**src/rtl/fetch_unit_pkg.sv**
```systemverilog
// Shared definitions for the instruction-fetch stage: state encoding,
// the bubble instruction and the default boot address.
package fetch_unit_pkg;

  typedef enum logic [1:0] {
    FETCH = 2'd0,
    HOLD  = 2'd1,
    DROP  = 2'd2
  } fetch_state_t;

  localparam logic [31:0] NOP              = 32'h0000_0000;
  localparam logic [31:0] DEFAULT_RESET_PC = 32'h0040_0000;

endpackage

```
**src/rtl/if_id_register.sv**
```systemverilog
// Generic pipeline stage register with hold (en=0) and flush-to-zero,
// flush taking priority over enable.
module if_id_register #(
  parameter int WIDTH = 65
) (
  input  logic             clk,
  input  logic             rst_n,
  input  logic             en,
  input  logic             flush,
  input  logic [WIDTH-1:0] d,
  output logic [WIDTH-1:0] q
);

  always_ff @(posedge clk or negedge rst_n) begin
    if (!rst_n)      q <= '0;
    else if (flush)  q <= '0;
    else if (en)     q <= d;
  end

endmodule

```
**src/rtl/fetch_unit.sv**
```systemverilog
// MIPS IF stage: owns the PC, requests instructions over req/ready and
// loads IF/ID; HOLD parks a stalled return, DROP swallows a redirected one.
module fetch_unit
  import fetch_unit_pkg::*;
#(
  parameter int ADDR_WIDTH = 32,
  parameter int DATA_WIDTH = 32,
  parameter logic [ADDR_WIDTH-1:0] RESET_PC = ADDR_WIDTH'(DEFAULT_RESET_PC)
) (
  input  logic                  clk,
  input  logic                  reset,
  input  logic                  Stall_IF,
  input  logic                  Stall_ID,
  input  logic                  Redirect,
  input  logic [ADDR_WIDTH-1:0] Redirect_PC,
  output logic                  imem_req,
  output logic [ADDR_WIDTH-1:0] imem_addr,
  input  logic                  imem_ready,
  input  logic [DATA_WIDTH-1:0] imem_rdata,
  output logic [DATA_WIDTH-1:0] Instr_ID,
  output logic [ADDR_WIDTH-1:0] PC_plus4_ID,
  output logic                  Valid_ID
);

  fetch_state_t            state_p0;
  logic [ADDR_WIDTH-1:0]   pc_p0;
  logic [ADDR_WIDTH-1:0]   pending_pc_p0;
  logic [DATA_WIDTH-1:0]   hold_buf_p0;

  logic                    stall;
  logic [ADDR_WIDTH-1:0]   pc_plus4;
  logic                    accept_fetch;
  logic                    accept_hold;
  logic                    accept;
  logic [DATA_WIDTH-1:0]   accept_instr;
  logic [DATA_WIDTH+ADDR_WIDTH:0] if_id_d;

  assign stall        = Stall_IF | Stall_ID;
  assign pc_plus4     = pc_p0 + ADDR_WIDTH'(4);
  assign accept_fetch = (state_p0 == FETCH) & imem_ready & ~Redirect & ~stall;
  assign accept_hold  = (state_p0 == HOLD) & ~Redirect & ~stall;
  assign accept       = accept_fetch | accept_hold;
  assign accept_instr = accept_hold ? hold_buf_p0 : imem_rdata;

  // Request is a Moore output of the state; forced low while reset is held.
  assign imem_req  = reset & (state_p0 != HOLD);
  assign imem_addr = pc_p0;

  always_ff @(posedge clk or negedge reset) begin
    if (!reset) begin
      state_p0      <= FETCH;
      pc_p0         <= RESET_PC;
      pending_pc_p0 <= '0;
      hold_buf_p0   <= '0;
    end else begin
      case (state_p0)
        FETCH: begin
          if (imem_ready) begin
            if (Redirect) begin
              pc_p0 <= Redirect_PC;
            end else if (stall) begin
              hold_buf_p0 <= imem_rdata;
              state_p0    <= HOLD;
            end else begin
              pc_p0 <= pc_plus4;
            end
          end else if (Redirect) begin
            pending_pc_p0 <= Redirect_PC;
            state_p0      <= DROP;
          end
        end
        HOLD: begin
          if (Redirect) begin
            pc_p0    <= Redirect_PC;
            state_p0 <= FETCH;
          end else if (!stall) begin
            pc_p0    <= pc_plus4;
            state_p0 <= FETCH;
          end
        end
        DROP: begin
          // A redirect in the same cycle as the stale ready is the latest one.
          if (imem_ready) begin
            pc_p0    <= Redirect ? Redirect_PC : pending_pc_p0;
            state_p0 <= FETCH;
          end else if (Redirect) begin
            pending_pc_p0 <= Redirect_PC;
          end
        end
        default: state_p0 <= FETCH;
      endcase
    end
  end

  // IF/ID boundary: flush on redirect, hold on Stall_ID, else load or bubble.
  assign if_id_d = accept ? {1'b1, accept_instr, pc_plus4}
                          : {1'b0, DATA_WIDTH'(NOP), {ADDR_WIDTH{1'b0}}};

  if_id_register #(
    .WIDTH(DATA_WIDTH + ADDR_WIDTH + 1)
  ) u_if_id (
    .clk   (clk),
    .rst_n (reset),
    .en    (~Stall_ID),
    .flush (Redirect),
    .d     (if_id_d),
    .q     ({Valid_ID, Instr_ID, PC_plus4_ID})
  );

endmodule

```
**config.mk**
```make
export PLATFORM = sky130hd
export DESIGN_NAME = fetch_unit
export DESIGN_NICKNAME = d
export VERILOG_FILES = /design/src/rtl/fetch_unit_pkg.sv /design/src/rtl/if_id_register.sv /design/src/rtl/fetch_unit.sv
export SDC_FILE = /design/constraint.sdc
export NUM_CORES = 1
export LEC_CHECK = 0
export BUFFER_PORTS_ARGS = -buffer_cell sky130_fd_sc_hd__buf_2
export CORE_ASPECT_RATIO = 1.5
export CORE_UTILIZATION = 35
export CTS_BUF_LIST = sky130_fd_sc_hd__clkbuf_4 sky130_fd_sc_hd__clkbuf_8 sky130_fd_sc_hd__clkbuf_16
export CTS_CLUSTER_SIZE = 28
export DETAILED_ROUTE_END_ITERATION = 12
export MAX_ROUTING_LAYER = met4
export PLACE_DENSITY = 0.59
export SLEW_MARGIN = 30
export SYNTH_ARGS = -nofsm -noshare
export SYNTH_HDL_FRONTEND = slang
export SYNTH_SLANG_ARGS = --single-unit
export TNS_END_PERCENT = 10
```
**constraint.sdc**
```tcl
create_clock -name clk -period 4.37 [get_ports clk]
set_input_delay 0.874 -clock clk [delete_from_list [all_inputs] [get_ports clk]]
set_output_delay 0.874 -clock clk [all_outputs]
set_load 0.05 [all_outputs]
```
# Yosys cells after proc, flatten, opt, wreduce, memory -nomap -nowiden
# Index checks and enable logic that the tools add are counted.
dict set report totals {
  register_bits 163
  input_bits 70
  output_inout_bits 98
  wordCells 52
}
dict set report classes {
  n_addsub 1
  n_eq_ne 10
  n_mux 18
  bitwise_logic 11
  n_reduce_logical 7
}
# op count
set op_table {}
lappend op_table {{two-way mux 65 bit} 3}
lappend op_table {{two-way mux 32 bit} 6}
lappend op_table {{one-hot mux 32 bit (3 select lines)} 1}
lappend op_table {{adder 32 x 3 -> 32 bit, second input constant} 1}
lappend op_table {{two-way mux 2 bit} 7}
lappend op_table {{inequality test 3 bit, second input constant} 4}
lappend op_table {{bitwise AND 1 bit} 6}
lappend op_table {{one-hot mux 2 bit (3 select lines)} 1}
lappend op_table {{AND reduction 5 bit} 1}
lappend op_table {{inequality test 2 x 1 -> 1 bit, second input constant} 2}
lappend op_table {{inequality test 2 bit, second input constant} 2}
lappend op_table {{AND reduction 4 bit} 1}
lappend op_table {{inverter 1 bit} 3}
lappend op_table {{AND reduction 3 bit} 1}
lappend op_table {{nonzero test 3 bit} 1}
lappend op_table {{== test 2 x 1 -> 1 bit, second input constant} 1}
lappend op_table {{== test 2 bit, second input constant} 1}
lappend op_table {{zero test 2 bit} 1}
lappend op_table {{OR 1 bit} 2}
lappend op_table {{AND reduction 2 bit} 1}
lappend op_table {{OR reduction 2 bit} 1}

# Depth between registers and ports, before layout
dict set report depth {
  depth_word 8
  ltp_mapped 7
  ltp_nobuf 5
}

# Cells and area by module
# A second synthesis with hierarchy kept.
dict set report hier_totals {
  cells_unflattened 775
  area_unflattened_um2 8325.5
}
# module instances cells_per_inst area_per_inst_um2 seq_area_each_um2
set by_module_without_submodules {}
lappend by_module_without_submodules {fetch_unit 1 566 5657.9 2453.6}
lappend by_module_without_submodules {if_id_register 1 209 2667.6 1626.6}

# Worst setup path after synthesis
# OpenSTA, ideal clock, no wires.
dict set report synth_timing {
  path_kind {reg-to-output}
  from {reg state_p0[0]}
  to {out imem_req}
  arrival_time_ns 2.065
  t_required_ns 3.496
  slack_ns 1.431
  stages_incl_launch_ff 5
  path_buffers 3
  path_cell_list {dfrtp_1 > clkbuf_1 > clkbuf_1 > buf_1 > a21boi_0}
}
dict set report synth_between {
  elab_chain_cells 2
}
# element line_no
set synth_rtl {}
lappend synth_rtl {{from (decl)} fetch_unit.sv:25} ;# fetch_state_t state_p0;
lappend synth_rtl {{from (signal assigned)} fetch_unit.sv:51} ;# state_p0 <= FETCH;
lappend synth_rtl {{from (signal assigned)} fetch_unit.sv:63} ;# state_p0 <= HOLD;
lappend synth_rtl {{from (signal assigned)} fetch_unit.sv:69} ;# state_p0 <= DROP;
lappend synth_rtl {{inequality test 2 x 1 -> 1 bit} fetch_unit.sv:46} ;# assign imem_req = reset & (state_p0 != HOLD);
lappend synth_rtl {{bitwise AND 1 bit} fetch_unit.sv:46}
lappend synth_rtl {{to (decl)} fetch_unit.sv:16} ;# output logic imem_req,
# Every way passes these cells.

# Final worst setup path
dict set report layout_timing {
  from {reg state_p0[0]}
  to {reg u_if_id.q[47]}
}
dict set report layout_between {
  elab_chain_cells 8
  word_cells_on_any_way 12
  cone_classes {eq/ne: 1; mux: 4; bitwise: 6; reduce/logical: 1}
}
# element line_no
set layout_rtl {}
lappend layout_rtl {{zero test 2 bit} fetch_unit.sv:40} ;# assign accept_fetch = (state_p0 == FETCH) & imem_ready & ~Redirect & ~stall;
lappend layout_rtl {{bitwise AND 1 bit (3 in series)} fetch_unit.sv:40}
lappend layout_rtl {{OR 1 bit} fetch_unit.sv:42} ;# assign accept = accept_fetch | accept_hold;
lappend layout_rtl {{two-way mux 65 bit *} fetch_unit.sv:96} ;# assign if_id_d = accept ? {1'b1, accept_instr, pc_plus4}
lappend layout_rtl {{two-way mux 65 bit *} if_id_register.sv:17} ;# else if (en) q <= d;
lappend layout_rtl {{two-way mux 65 bit *} if_id_register.sv:16} ;# else if (flush) q <= '0;
lappend layout_rtl {{to (signal assigned)} if_id_register.sv:15} ;# if (!rst_n) q <= '0;
lappend layout_rtl {{to (signal assigned)} if_id_register.sv:16}
lappend layout_rtl {{to (signal assigned)} if_id_register.sv:17}
lappend layout_rtl {{to (decl)} if_id_register.sv:11} ;# output logic [WIDTH-1:0] q
# Mark *: on every way between the ends. The rest lies on a longest branch, timed or not. The select of a mux whose other input is x is not followed.
# A chain may end at the register's enable or synchronous reset.

==> impl_results.md <==
* TritonCTS clock tree: built
* R2R Setup Slk at 1.53 ns
* Seq cells post-synth at 163
* Buffers on Ports at 167
* Comb power frac at 23.3%
* Total track usage at around a fifth
* Area grow syn2layout at 22.2%
* Htree depth at 4
* Final Skew at 0.00964 ns
* Sinks on Clock Net at ~160
* Final setup viols at 0
* Post-DP Area at 8910 um^2
* Initial antenna violation count at 4
* CP max FO at 44
* Root buf cell: clkbuf_16
* Via/cell ratio at 5.44
* Post-Synthesis Cell Area at 7810 um^2
* Clock Path Buffers at 2
* RSZ-0062 raised after global routing: false
* Detailed Route WL at 22.3 mm
* Syn_area_per_cell at 10.3 um^2
* Worst Tran Pin Value at 0.911 ns
* Flop pwr share at 43.2%
* Fraction of registers with async set/reset at 100%
* Grt ovf at 0
* Slowest CP cell: dfrtp_2
* Drt wl/cell at 18.8 um
* Via count at 6455
* Post-CTS Setup Inserts at 0
* Cell Pwr Density at 481 nW/um^2
* Max cap viols at 0
* Final GP Congestion at 0.836
* Hold buffers post-CTS at 0
* Clock Latency Late Sink at 0.42 ns
* Die area at 22900 um^2
* Worst endpoint required time at 4.72 ns
* Largest net degree at the start of global routing at roughly 160
* Hold Vio Cnt, Final at 0
* DR pass1 iterations at 5
* Switching pwr at approximately 1.6 mW
* Num ports at 168
* Buf/Inv on CP at 1
* Row count at 66
* Post-synth net total at 829
* Internal power at 3.00 mW
* CP endpoint kind: flop
* Setup TNS at 0 ns
* Min cycle time layout at 2.84 ns
* Post-route DRC at 0
* Seq/Total Area, Yosys at 52.2%
* Share of cells above drive strength 1 at about a third
* Leak at approximately 4.4 nW
* Post-synth EDFFs at 0
* Critical Path AT at 3.20 ns
* Worst min path class: in -> async
* Hold_ws at around 0.43 ns
* Max stage delay on crit path at 0.95 ns
* Status: finished, final reports clean
* ANT nets after route at 0
* Die W at 124 um
* Initial Utilization at 35.8%
* Final instance area at 9550 um^2
* Type of the worst setup path: reg -> reg
* Total Nets Final at 969
* CTS buffer count at 17
* Switching Fraction at 34.7%
* Slew margin rel. at 39.3%
* Crit path cell chain: nor2_1 > nor2_4 > buf_4 > o221ai_1 > nand2_1
* Startpoint types: flop
* Slew Limit Fails at 0
* Global-route wire length before repair at 35.3 mm
* Distinct cells, synth at around 50
* Hpwl dp at between 15 and 20 mm
* Clk slew on worst S/H paths at 0.07 ns
* Post-synth top flop: dfrtp_1
* Initial DRC count at 410
* Share of total power in the clock network at 33.4%
* Maximum operating frequency at 352 MHz
* Maximum vdd drop at approximately 270 uV
* Top delay family on crit path: simple AND/OR/NAND/NOR gates
* # resized after CTS at 0
* Pwr Total at ~4.6 mW
* DP Worst Slack at 1.44 ns
* Yosys warnings at 0
* Tcrit/Tclk final at 65.1%
* Post-Syn Instances at 758
* Vias in the first global route at approximately 6400
* Core area at about 22000 um^2
* Die height at between 150 and 200 um
* Final worst-path setup slack at around 1.5 ns
-- path summary, 6_finish.rpt --
check | startpoint | endpoint | cells after the start
min reg2reg | u_if_id.q[38] | u_if_id.q[38] | 2
max reg2reg | state_p0[0] | u_if_id.q[47] | 5
min in group clk | u_if_id.q[38] | u_if_id.q[38] | 2
min | reset | u_if_id.q[42] | 2
max in group asynchronous | reset | imem_addr[2] | 3
max | state_p0[0] | u_if_id.q[47] | 5
-- metal layers --
layer | wire (um) | vias to the layer above | share of wire, % | track usage, %
met4 | 630 | 0 | 2.8 | 8.67
met5 | 0 | - | 0 | -
li1 | - | 3075 | - | -
met1 | 9570 | 3164 | 43 | 25.5
met2 | 11100 | 185 | 50 | 33.3
met3 | 1060 | 31 | 4.8 | 4.46
-- Yosys cell counts (4+ instances only) --
cell       number  area share, %
nand3_1        22            1.4
and3_1         11           0.88
nand2b_1       11           0.88
dfrtp_1       162             52
a221oi_1        7           0.78
a21oi_1        10           0.64
o21ai_0        37            2.4
nand4_1        17            1.4
buf_2           9           0.58
mux2i_1         8            1.0
clkbuf_1       48            2.3
or4_4           5           0.72
nor3_1         19            1.2
or3_1           7           0.56
a31oi_1         8           0.64
nand2_1       135            6.5
o211ai_1       23            2.2
o2bb2ai_1       7           0.78
xnor2_1        12            1.3
inv_1          10           0.48
o221ai_1       32            3.6
nor2_1         20           0.96
or4_1          10           0.96
o311ai_0        5           0.56
and4_1          4           0.45
mux2_2         64            9.2
a22o_1         10            1.1
and2_1          6           0.48
-- worst reg2reg max path, cell delays in order, from the launching register on --
cell and delay [ns]:
dfrtp_2 0.95, nor2_1 0.43, nor2_4 0.67, buf_4 0.45
o221ai_1 0.19, nand2_1 0.10
-- metrics by stage --
stage | instances | utilization (%)
6_report | 1186 | 43.8
5_1_grt | 1186 | 43.8
4_1_cts | 1181 | 43.6
3_5_place_dp | 1150 | 40.9
3_3_place_gp | 1150 | 40.9
2_1_floorplan | 758 | -
-- area by class of cell --
type                       count  area, um^2
multi-input combinational    523        3480
fill                        2191       12300
antenna                        4        10.0
clock buffer                  21         480
tap                          272         340
timing repair buffer         183         995
clock inverter                10         123
inverter                      10        37.5
sequential                   163        4080
-- flip-flops by register name (all words and copies together), names as in the netlist --
| name | cells |
|---|---|
| hold_buf_p0 | 32 |
| pending_pc_p0 | 32 |
| imem_addr | 32 |
| state_p0 | 2 |
| u_if_id.q | 65 |
-- power groups by stage --
stage / logic [mW] / registers (mW) / clock network, mW
2_1_floorplan: 0.476 / 2.25 / 0
3_3_place_gp: 1.06 / 2.00 / 0
3_5_place_dp: 1.08 / 2.01 / 0
4_1_cts: 1.08 / 1.98 / 1.57
5_1_grt: 1.16 / 2.02 / 1.64
6_report: 1.07 / 1.98 / 1.53
-- cells in the final DEF (no fill, tap or decap), drive strengths merged, types with 6 or more instances in the layout --
cell,instances
a21oi,10
a221oi,7
a22o,10
a31oi,8
and2,6
and3,11
buf,183
clkbuf,21
dfrtp,162
inv,13
mux2,64
mux2i,8
nand2,135
nand2b,11
nand3,22
nand4,17
nor2,20
nor3,19
o211ai,23
o21ai,37
o221ai,32
o2bb2ai,7
or3,7
or4,15
xnor2,12
-- logic make-up after synthesis --
logic type | count (synthesis) | share of synthesized area [%]
and+or+nand+nor | 280 | 17.6
DFF | 163 | 52.2
AOI/OAI and AO/OA | 157 | 14.5
buffers and inverters | 72 | 3.81
muxes | 72 | 10.2
xor gates and xnor gates | 13 | 1.46
adders and majority gates | 1 | 0.160
(Power assumes the default switching activity.)
